$ cat config.mk
export PLATFORM = sky130hd
export DESIGN_NAME = bus_arbiter
export DESIGN_NICKNAME = d
export VERILOG_FILES = /design/src/rtl/bus_pkg.sv /design/src/rtl/rr_arbiter.sv /design/src/rtl/bus_arbiter.sv
export SDC_FILE = /design/constraint.sdc
export NUM_CORES = 1
export LEC_CHECK = 0
export BUFFER_PORTS_ARGS = -buffer_cell sky130_fd_sc_hd__buf_2
export CAP_MARGIN = 5
export CORE_MARGIN = 2
export CORE_UTILIZATION = 40
export DETAILED_ROUTE_END_ITERATION = 12
export GPL_TIMING_DRIVEN = 1
export PLACE_DENSITY = 0.72
export REMOVE_ABC_BUFFERS = 1
export SYNTH_ARGS = -nofsm -noshare
export SYNTH_HDL_FRONTEND = slang
export SYNTH_HIERARCHICAL = 1
export SYNTH_SLANG_ARGS = --single-unit
export TNS_END_PERCENT = 100
$ cat constraint.sdc
create_clock -name clk -period 6.79 [get_ports clk]
set_input_delay 0 -clock clk [delete_from_list [all_inputs] [get_ports clk]]
set_output_delay 0 -clock clk [all_outputs]
set_load 0.05 [all_outputs]
$ cat src/rtl/bus_pkg.sv
// Shared bus definitions for the core datapath.
// Holds the default bus geometry and the index of every bus source in
// priority order (index 0 wins under fixed priority).
package bus_pkg;

    localparam int BUS_WIDTH = 16;
    localparam int N_BUS_SRC = 10;

    localparam int SRC_IM = 0;
    localparam int SRC_DR = 1;
    localparam int SRC_DM = 2;
    localparam int SRC_AC = 3;
    localparam int SRC_R  = 4;
    localparam int SRC_AR = 5;
    localparam int SRC_A  = 6;
    localparam int SRC_B  = 7;
    localparam int SRC_C  = 8;
    localparam int SRC_PC = 9;

endpackage

$ cat src/rtl/rr_arbiter.sv
// Combinational winner selection for the shared bus.
// Ports:
//   req        - per-source request vector
//   ptr        - index of the last granted source
//   rr_en      - 0: fixed priority from index 0, 1: round-robin after ptr
//   lock_valid - current grantee holds a lock; lock_idx wins unconditionally
//   lock_idx   - index of the current grantee
//   win_onehot - one-hot winner, all-zero when nothing requests
//   win_idx    - encoded winner index (meaningful only when any_req=1)
//   any_req    - at least one request is asserted
module rr_arbiter #(
    parameter  int N     = 10,
    localparam int IDX_W = $clog2(N)
) (
    input  logic [N-1:0]     req,
    input  logic [IDX_W-1:0] ptr,
    input  logic             rr_en,
    input  logic             lock_valid,
    input  logic [IDX_W-1:0] lock_idx,
    output logic [N-1:0]     win_onehot,
    output logic [IDX_W-1:0] win_idx,
    output logic             any_req
);

    localparam logic [IDX_W:0] N_EXT = (IDX_W+1)'(N);

    logic [IDX_W-1:0] start;
    logic [N-1:0]     rot_req;
    logic [IDX_W-1:0] ofs;
    logic [IDX_W:0]   sum;

    always_comb begin
        // Fixed priority is just a search that starts at index 0.
        start = '0;
        if (rr_en) begin
            start = (ptr == IDX_W'(N - 1)) ? '0 : ptr + IDX_W'(1);
        end

        // Rotating the doubled vector brings index 'start' to bit 0, so the
        // lowest set bit of the low half is the first requester in search order.
        rot_req = N'({req, req} >> start);

        ofs = '0;
        for (int i = N - 1; i >= 0; i--) begin
            if (rot_req[i]) ofs = IDX_W'(i);
        end

        sum = {1'b0, ofs} + {1'b0, start};
        if (sum >= N_EXT) sum = sum - N_EXT;

        any_req = |req;
        win_idx = lock_valid ? lock_idx : sum[IDX_W-1:0];

        win_onehot = '0;
        if (any_req) win_onehot[win_idx] = 1'b1;
    end

endmodule

$ cat src/rtl/bus_arbiter.sv
// Registered shared-bus multiplexer with fixed-priority / round-robin
// arbitration, grant locking and request-conflict statistics.
// Ports:
//   clk, rst_n   - rising-edge clock, asynchronous active-low reset
//   src_data     - packed source data, source i at [i*WIDTH +: WIDTH]
//   src_req      - per-source request
//   src_lock     - per-source lock request (only the grantee's bit matters)
//   rr_en        - 0: fixed priority, 1: round-robin
//   clr_stats    - synchronous clear of conflict_cnt
//   bus          - registered bus value, held while idle
//   bus_valid    - bus was loaded by a grant at the last edge
//   grant        - registered one-hot grant
//   conflict     - more than one request at the last edge
//   conflict_cnt - saturating count of conflict cycles
module bus_arbiter
    import bus_pkg::*;
#(
    parameter  int WIDTH = BUS_WIDTH,
    parameter  int N_SRC = N_BUS_SRC,
    parameter  int CNT_W = 8,
    localparam int IDX_W = $clog2(N_SRC)
) (
    input  logic                   clk,
    input  logic                   rst_n,
    input  logic [N_SRC*WIDTH-1:0] src_data,
    input  logic [N_SRC-1:0]       src_req,
    input  logic [N_SRC-1:0]       src_lock,
    input  logic                   rr_en,
    input  logic                   clr_stats,
    output logic [WIDTH-1:0]       bus,
    output logic                   bus_valid,
    output logic [N_SRC-1:0]       grant,
    output logic                   conflict,
    output logic [CNT_W-1:0]       conflict_cnt
);

    logic [IDX_W-1:0] ptr;
    logic             lock_valid;
    logic [N_SRC-1:0] win_onehot;
    logic [IDX_W-1:0] win_idx;
    logic             any_req;
    logic             multi_req;

    // ptr always follows the latest grant, so while grant is non-zero ptr is
    // the grantee's index and doubles as the lock index.
    assign lock_valid = |(grant & src_lock & src_req);

    // Clearing the lowest set bit leaves something only if two or more were set.
    assign multi_req = |(src_req & (src_req - N_SRC'(1)));

    rr_arbiter #(.N(N_SRC)) u_rr_arbiter (
        .req        (src_req),
        .ptr        (ptr),
        .rr_en      (rr_en),
        .lock_valid (lock_valid),
        .lock_idx   (ptr),
        .win_onehot (win_onehot),
        .win_idx    (win_idx),
        .any_req    (any_req)
    );

    always_ff @(posedge clk or negedge rst_n) begin
        if (!rst_n) begin
            bus          <= '0;
            bus_valid    <= 1'b0;
            grant        <= '0;
            ptr          <= IDX_W'(N_SRC - 1);
            conflict     <= 1'b0;
            conflict_cnt <= '0;
        end else begin
            if (any_req) begin
                bus       <= src_data[win_idx*WIDTH +: WIDTH];
                grant     <= win_onehot;
                bus_valid <= 1'b1;
                ptr       <= win_idx;
            end else begin
                grant     <= '0;
                bus_valid <= 1'b0;
            end

            conflict <= multi_req;
            if (clr_stats) begin
                conflict_cnt <= '0;
            end else if (multi_req && (conflict_cnt != '1)) begin
                conflict_cnt <= conflict_cnt + CNT_W'(1);
            end
        end
    end

endmodule

==> impl_results.md <==
* Clock skew at 0.00950 ns
* IO Pins at 220
* CTS tree: built
* Core area at 0.0104 mm2
* Max Cap Viol at 0
* Post-Synthesis Cells at 465
* Area Overhead vs Synth at 31.3%
* Final nets at 866
* Final ANT Viol Nets at 0
* Most frequent cell after synthesis: nor2_1
* WL final at 15,400 um
* Worst rel slew slack at 35.4%
* Vias per cell at 5.82
* Final Power at 0.00409 W
* Initial antenna violation count at 0
* Post-route clock period utilization at 92.5%
* Vias in the first global route at 4,715
* Final Hold Viols at 0
* Peak supply drop at 512 uV
* LEAKAGE at 2.70 nW
* Die height at 108 um
* Synthesized area at 0.00431 mm2
* CP startpoint kind: flip-flop
* Slew Viols, Final at 0
* Ys flop type: dfrtp_1
* Crit path max fanout at 14
* Grt ovf at 0
* Fin crit period at 6.28 ns
* Clk Latency, worst-skew pair at 0.31 ns
* Most frequent cells after synthesis: 49 x nor2_1, 38 x dfrtp_1, 33 x a21oi_1
* # clock sinks at 40
* Port Buffer Count at 219
* Max Clock Freq at 0.159 GHz
* Die ar. at 0.0116 mm2
* Reg2reg setup slack at 0.51 ns
* Initial DRT Pass Iterations at 5
* Tightest Hold Check Type: input port to flip-flop
* CTS Buf Count at 5
* Final setup fails at 0
* First-pass GRT wire length at 23,800 um
* Final worst slack at 0.507 ns
* Syn Area/Cell at 9.28 um2
* Clk slew on worst S/H paths at 0.10 ns
* PD cells at 723 mW/mm2
* Post-synth EDFFs at 0
* FF+latch count, synth at 40
* HPWL reported at the end of detailed placement at 12,300 um
* Slew @ Worst Pin at 0.968 ns
* Rows at 37
* Cell taking the most area after synthesis: dfrtp_1
* Share of layout cells above drive strength 1 at 47.3%
* Critical path endpoint category: flip-flop
* Clk root buf: clkbuf_8
* CTS max path bufs at 2
* Outcome: complete, no violations
* Synth warn at 6
* Initial Util at 41.4%
* H-tree levels at 2
* Pre-CTS setup slack at 0.302 ns
* Crit path DAT at 6.43 ns
* Vias at 4,717
* Post-synth top area share at 22.0%
* DIE WIDTH at 108 um
* Async SR Flop Fraction at 100%
* Fin Hold WS at 0.0419 ns
* Setup CP Type: flip-flop to flip-flop
* N_diodes at 0
* DRC at 0
* Sequential element share of the synthesized area at 23.3%
* Initial DRC count at 320
* Avg WL per Cell at 19.1 um
* Largest net degree at the start of global routing at 53
* Req. time, crit path at 6.94 ns
* Area contributors post-synth: dfrtp_1 22%, mux4_2 17%, mux2_2 6.5%, nor2_1 4.3%, a21oi_1 3.8%
* Yosys cell types at 73
* Total GRT Usage at 26.2%
* Gpl congestion at 0.904
* RSZ-0062 raised after global routing: no
==> path summary, 6_finish.rpt <==
| kind | from | endpoint | depth (start not counted) |
|---|---|---|---|
| setup / recovery | ptr[0]$_DFFE_PN1P_ | bus[14]$_DFFE_PN0P_ | 24 |
| hold / removal | clr_stats | conflict_cnt[6]$_DFFE_PN0P_ | 2 |
| setup reg to reg | ptr[0]$_DFFE_PN1P_ | bus[14]$_DFFE_PN0P_ | 24 |
| hold reg to reg | bus[12]$_DFFE_PN0P_ | bus[12]$_DFFE_PN0P_ | 2 |
| max in group asynchronous | rst_n | grant[1]$_DFF_PN0_ | 2 |
| min in group asynchronous | rst_n | bus[0]$_DFFE_PN0P_ | 2 |
==> power breakdown <==
part	total, W	internal, W	switching, W	leakage, nW
clock	0.000210	0.000111	0.0000992	0.0548
sequential	0.000410	0.000351	0.0000596	0.504
combinational	0.00347	0.00163	0.00184	2.14
total	0.00409	0.00209	0.00200	2.70
==> stage by stage <==
| step | instance area (um2) | utilization (%) | TNS (ns) | std cells |
|---|---|---|---|---|
| floorplan | 4180 | - | -22.12 | 438 |
| global placement | 5520 | 52.9 | 0 | 798 |
| detailed placement | 5520 | 52.9 | 0 | 798 |
| CTS | 5640 | 54.2 | 0 | 807 |
| global route | 5670 | 54.4 | 0 | 810 |
| finish | 5670 | 54.4 | 0 | 810 |
==> logic make-up (layout without fill, tap and decap cells) <==
logic type	after synthesis	after routing	synth area share, %
AO/OA/AOI/OAI	114	114	18.2
flip-flops	40	40	23.3
buffers and inverters	47	256	4.79
multiplexers	77	77	28.0
XOR/XNOR	3	3	0.609
AND/OR/NAND/NOR	172	172	21.5
adder cells (fa/ha/maj)	12	12	3.51
==> final cells by class <==
| class | count | area (um2) |
|---|---|---|
| Sequential cell | 40 | 1000 |
| Clock inverter | 3 | 46.3 |
| Multi-Input combinational cell | 378 | 3120 |
| Tap cell | 136 | 170 |
| Timing Repair Buffer | 228 | 1180 |
| Inverter | 20 | 75.1 |
| Fill cell | 981 | 4750 |
| Clock buffer | 5 | 68.8 |
==> sequential cells by signal, indices dropped and copies added (netlist names) <==
register	count
conflict_cnt	8
conflict	1
grant	10
bus	16
bus_valid	1
ptr	4
==> cell usage in the layout (no fill, tap or decap), types with 3 or more instances in the layout <==
master      n
nand3b_1    3
o211ai_1    5
o21a_1      3
o21ai_0    15
inv_1      16
mux4_2     32
mux2i_1    14
ha_1        8
a31oi_1    12
and2_1     14
clkbuf_8    5
dfrtp_1    38
nor3_1      4
mux2_2     25
buf_4       7
and3_1      6
buf_2     219
inv_2       4
a22oi_1    14
a21oi_1    33
a32oi_1     3
nand2b_1    7
a211oi_1    6
nor2b_1    11
nand2_1    27
o221ai_1    3
nor2_1     49
nand3_1    26
mux2_1      6
==> critical path, stage by stage, from the launching register on <==
cell      delay (ns)
dfstp_2         0.65
ha_1            0.43
nand2b_1        0.39
o21ai_0         0.24
a32oi_1         0.19
mux2_2          0.32
o21bai_1        0.23
nor2_1          0.07
a311o_1         0.32
a211oi_1        0.23
ha_1            0.21
inv_1           0.06
fa_1            0.40
xor2_1          0.26
ha_1            0.25
nand2_1         0.06
a21oi_1         0.25
xnor2_1         0.15
o21ai_4         0.30
buf_4           0.28
mux4_2          0.32
a22oi_1         0.22
nor2_1          0.06
a21oi_1         0.14
a21oi_1         0.08
==> layer usage <==
metal	vias up	GRT usage, %	wire length (um)
li1	2184	-	-
met1	2250	32.9	6010
met2	245	44.5	7770
met3	38	5.27	1150
met4	0	9.34	516
met5	-	0	0
==> repair_timing <==
item	CTS	global route
endpoints found under the setup margin	0	13
setup buffers	0	3
resized for setup	0	1
endpoints found under the hold margin	38	0
hold buffers	1	0
Power figures use the tool's default switching activity.
